<file path="src/rtl/song_reader.sv">
// Song sequencer: walks a registered song ROM one {note, duration} entry at a time,
// strobes each entry to note_player and waits for its note_done before advancing.
//
// state  | meaning
// IDLE   | stopped, waiting for play to start a song
// FETCH  | ROM address presented for the current entry
// DECODE | ROM data valid; load the note or detect the end marker
// LOAD   | new_note strobe cycle
// WAIT   | note_player is sounding the note; waiting for note_done
// HALT   | song finished; held until play drops to stop auto-replay
module song_reader #(
  parameter int IDX_BITS  = 5,
  parameter int SONG_BITS = 2
) (
  input  logic                          i_clk,
  input  logic                          i_reset_n,
  input  logic                          i_play,
  input  logic [SONG_BITS-1:0]          i_song,
  input  logic                          i_note_done,
  output logic [SONG_BITS+IDX_BITS-1:0] o_rom_addr,
  input  logic [11:0]                   i_rom_data,
  output logic [5:0]                    o_note_out,
  output logic [5:0]                    o_dur_out,
  output logic                          o_new_note,
  output logic                          o_song_done
);

  typedef enum logic [2:0] {
    IDLE   = 3'd0,
    FETCH  = 3'd1,
    DECODE = 3'd2,
    LOAD   = 3'd3,
    WAIT   = 3'd4,
    HALT   = 3'd5
  } state_t;

  localparam logic [IDX_BITS-1:0] IDX_LAST = '1;
  localparam logic [IDX_BITS-1:0] IDX_ZERO = '0;
  localparam logic [IDX_BITS-1:0] IDX_ONE  = {{(IDX_BITS-1){1'b0}}, 1'b1};

  state_t               r_state;
  logic [IDX_BITS-1:0]  r_idx;
  logic [SONG_BITS-1:0] r_song;
  logic [5:0]           r_note;
  logic [5:0]           r_dur;
  logic                 r_new_note;
  logic                 r_song_done;

  state_t               w_state_nxt;
  logic [IDX_BITS-1:0]  w_idx_nxt;
  logic [SONG_BITS-1:0] w_song_nxt;
  logic [5:0]           w_note_nxt;
  logic [5:0]           w_dur_nxt;
  logic                 w_new_note_nxt;
  logic                 w_song_done_nxt;
  logic                 w_song_change;

  assign w_song_change = (r_state != IDLE) && (r_state != HALT) && (i_song != r_song);

  always_ff @(posedge i_clk or negedge i_reset_n) begin
    if (!i_reset_n) begin
      r_state     <= IDLE;
      r_idx       <= IDX_ZERO;
      r_song      <= '0;
      r_note      <= 6'd0;
      r_dur       <= 6'd0;
      r_new_note  <= 1'b0;
      r_song_done <= 1'b0;
    end else begin
      r_state     <= w_state_nxt;
      r_idx       <= w_idx_nxt;
      r_song      <= w_song_nxt;
      r_note      <= w_note_nxt;
      r_dur       <= w_dur_nxt;
      r_new_note  <= w_new_note_nxt;
      r_song_done <= w_song_done_nxt;
    end
  end

  always_comb begin
    w_state_nxt     = r_state;
    w_idx_nxt       = r_idx;
    w_song_nxt      = r_song;
    w_note_nxt      = r_note;
    w_dur_nxt       = r_dur;
    w_new_note_nxt  = 1'b0;
    w_song_done_nxt = 1'b0;

    // A song change restarts from entry 0 and outranks a concurrent note_done.
    if (w_song_change) begin
      w_state_nxt = FETCH;
      w_song_nxt  = i_song;
      w_idx_nxt   = IDX_ZERO;
    end else begin
      case (r_state)
        IDLE: begin
          if (i_play) begin
            w_state_nxt = FETCH;
            w_song_nxt  = i_song;
            w_idx_nxt   = IDX_ZERO;
          end
        end
        FETCH: begin
          if (i_play) w_state_nxt = DECODE;
        end
        DECODE: begin
          if (i_play) begin
            if (i_rom_data[5:0] == 6'd0) begin
              w_state_nxt     = HALT;
              w_song_done_nxt = 1'b1;
            end else begin
              w_note_nxt     = i_rom_data[11:6];
              w_dur_nxt      = i_rom_data[5:0];
              w_new_note_nxt = 1'b1;
              w_state_nxt    = LOAD;
            end
          end
        end
        LOAD: begin
          if (i_play) w_state_nxt = WAIT;
        end
        WAIT: begin
          if (i_note_done) begin
            if (r_idx == IDX_LAST) begin
              w_state_nxt     = HALT;
              w_song_done_nxt = 1'b1;
              w_idx_nxt       = IDX_ZERO;
            end else begin
              w_idx_nxt   = r_idx + IDX_ONE;
              w_state_nxt = FETCH;
            end
          end
        end
        HALT: begin
          if (!i_play) w_state_nxt = IDLE;
        end
        default: w_state_nxt = IDLE;
      endcase
    end
  end

  assign o_rom_addr  = {r_song, r_idx};
  assign o_note_out  = r_note;
  assign o_dur_out   = r_dur;
  assign o_new_note  = r_new_note;
  assign o_song_done = r_song_done;

endmodule

</file>
<file path="config.mk">
export PLATFORM = sky130hd
export DESIGN_NAME = song_reader
export DESIGN_NICKNAME = d
export VERILOG_FILES = /design/src/rtl/song_reader.sv
export SDC_FILE = /design/constraint.sdc
export NUM_CORES = 1
export LEC_CHECK = 0
export ABC_AREA = 1
export BUFFER_PORTS_ARGS = -buffer_cell sky130_fd_sc_hd__buf_2
export CORE_ASPECT_RATIO = 1.75
export CORE_MARGIN = 5
export CORE_UTILIZATION = 50
export DETAILED_ROUTE_END_ITERATION = 10
export GPL_ROUTABILITY_DRIVEN = 0
export PLACE_DENSITY = 0.83
export SLEW_MARGIN = 10
export SYNTH_ARGS = -nofsm -noshare
export SYNTH_HDL_FRONTEND = slang
export SYNTH_SLANG_ARGS = --single-unit
</file>
<file path="constraint.sdc">
create_clock -name i_clk -period 1.7 [get_ports i_clk]
set_input_delay 0.085 -clock i_clk [delete_from_list [all_inputs] [get_ports i_clk]]
set_output_delay 0.085 -clock i_clk [all_outputs]
set_load 0.005 [all_outputs]
</file>
==> run metrics <==
synthesized net count 186; cell count after synthesis 166; commonest non-fill, non-tap cell in the layout sky130_fd_sc_hd__nand2_1; cell area after technology mapping 1310 um^2; arrival time at the worst endpoint 1750 ps; post-detailed-route count of antenna-violating nets 0; met1 track utilization from global routing 16.7%; Layout Area Growth over Synthesis 22.9%; count of final hold-check violations 0; combined area of the multi-input logic cells 587 um^2; transition time at the pin with the least slew margin 527 ps; CTS buffer count 3; clock insertion delay at the later pin of the skew report 260 ps; total DRC errors in the routed layout 0; Worst Clk Skew 1.44 ps; number of rows created at floorplan 24; Initial Utilization 52.0%; Routed WL 2.83 mm; required time reported for the critical path endpoint 1890 ps; reg-to-reg critical path startpoint r_state[1]; die width 48.7 um; antenna violations before repair 0; Peak supply drop 0.000798 V; Maximum Capacitance Violations 0; power density relative to cell area 1530 nW/um^2; critical path start-end classification flip-flop to flip-flop; average vias per placed instance 5.08; Detailed Place HPWL 2.16 mm; status complete, no violations; fraction of met2 tracks used by global routing 30.2%; top library cells by usage in the layout, fill and taps aside sky130_fd_sc_hd__nand2_1, sky130_fd_sc_hd__buf_2, sky130_fd_sc_hd__inv_1; static leakage 0.871 nW; type of element capturing the critical path flip-flop; Worst Setup EP o_note_out[1]; fmax 638 MHz; Setup Viol. Count Final 0; GR met3 Demand/Resource 4.41%; vias in the first global route 1212; post-route minimum period 1570 ps; overflow left after global routing 0; Tot GR Track Use 16.6%; fraction of the yosys area taken by sequential cells 45.8%; Floorplan Core Area 2520 um^2; Clock Sinks 24; share of the clock period used by the worst path 92.1%; Via Count 1188; number of buffers between clock root and the deepest sink 2; peak fanout along the critical path 25; starting DRC count in detailed routing 39; Clock Pin Slew Worst Setup and Hold Paths 80 ps; root cell of the clock tree sky130_fd_sc_hd__clkbuf_8; count of inserted antenna diode cells 0; post-layout instance area 1610 um^2; number of input and output port buffers inserted 38; Chip Height 77.8 um; number of nets in the final layout 229; worst-case register-to-register setup slack 130 ps; number of iterations in the first detailed-routing pass 4; H-tree lvl count 1; share of final-layout standard cells stronger than drive strength 1 32.2%; global-route wire length before repair 5.11 mm; critical path startpoint r_state[1]; crit start category flip-flop; path depth of the worst reg2reg path 10; final hold slack 24.8 ps; HP Class input port to flip-flop; placement-stage cell area 1530 um^2; GR peak layer met2; clock tree from TritonCTS yes; Die Outline Area 3790 um^2; Sequential cell area 603 um^2; routed length per instance 12.1 um; Avg Cell Area, Syn 7.91 um^2; Top-Level Pins 39; reg-to-reg endpoint o_note_out[1]; filler cell count 215; largest net degree at the start of global routing 26; Slew Limit Headroom 64.9%; Final Core Density 63.9%; Distinct cells, synth 24; Slew Limit Fails 0; Ys Warns 0; flip-flop and latch count after synthesis 24
[where the power goes]
part / switching (W) / internal [W] / total [W]
clock network: 0.000170 / 0.000207 / 0.000377
registers: 0.000157 / 0.000783 / 0.000940
logic: 0.000681 / 0.000463 / 0.00114
[per-stage QoR]
stage / instances / total power [W] / worst slack [ps] / TNS, ps
floorplan: 166 / 0.00171 / 208 / 0
global placement: 228 / 0.00203 / 163 / 0
detailed placement: 228 / 0.00207 / 118 / 0
CTS: 233 / 0.00246 / 83.4 / 0
global route: 234 / 0.00269 / -20.2 / -20.2
finish: 234 / 0.00246 / 134 / 0
[synthesized netlist by cell type, drive strengths merged]
library cell	number	share of area [%]
nor3	2	2.0
or2	1	0.48
xor2	1	0.67
nor2	15	4.3
a21boi	1	0.57
o31ai	1	0.57
a21oi	2	0.76
dfrtp	24	46
o21ai	20	10
buf	3	2.3
ha	2	1.9
nand4	3	1.4
inv	28	8.2
nor4	1	0.48
nand2	54	16
nand3	8	4.0
[layer usage]
layer  up-vias  share of wire, %
met5         -                 0
met4         0               2.7
li1        600                 -
met3         7               5.5
met1       545                38
met2        36                53
[sequential cells by signal, indices dropped and copies added (netlist names)]
register,cells
r_idx,5
o_new_note,1
o_note_out,6
o_song_done,1
o_dur_out,6
r_song,2
r_state,3
[critical path: stages, from the launching register on]
cell	delay, ps
sky130_fd_sc_hd__dfrtp_1	450
sky130_fd_sc_hd__inv_2	130
sky130_fd_sc_hd__nand2_2	90
sky130_fd_sc_hd__nand2_1	80
sky130_fd_sc_hd__nand2_2	60
sky130_fd_sc_hd__nand2_4	130
sky130_fd_sc_hd__inv_4	60
sky130_fd_sc_hd__nor3_4	140
sky130_fd_sc_hd__buf_12	200
sky130_fd_sc_hd__nand2_1	60
sky130_fd_sc_hd__o21ai_0	70
[final cells by class]
class	instances	area share, %
Timing Repair Buffer	41	14.1
Tap cell	26	2.02
Multi-Input combinational cell	111	36.4
Inverter	28	6.67
Clock buffer	4	3.41
Sequential cell	24	37.4
[repair_timing]
action	in CTS	in global routing
buffers inserted	0	1
gates resized for setup	0	7
endpoints found under the setup margin	0	8
hold buffers	1	0
endpoints found under the hold margin	24	0
[how the worst min path moves through the flow]
stage	start	end	slack, ps	cells after the start
finish	i_rom_data[11]	o_note_out[5]	20	3
global route	i_rom_data[10]	o_note_out[4]	40	3
CTS	i_rom_data[11]	o_note_out[5]	10	3
detailed placement	i_reset_n	o_note_out[5]	90	1
global placement	i_reset_n	o_note_out[5]	90	1
floorplan	i_reset_n	o_dur_out[0]	-210	0
[logic make-up (layout without fill, tap and decap cells)]
kind of cell / after synthesis / in the layout / synth area share (%)
simple gates: 84 / 84 / 29.1
buf+inv: 31 / 73 / 10.5
compound gates: 24 / 24 / 12.1
flops: 24 / 24 / 45.8
fa+ha+maj: 2 / 2 / 1.91
xor+xnor: 1 / 1 / 0.667
No activity file was read; power rests on OpenSTA's default activity.
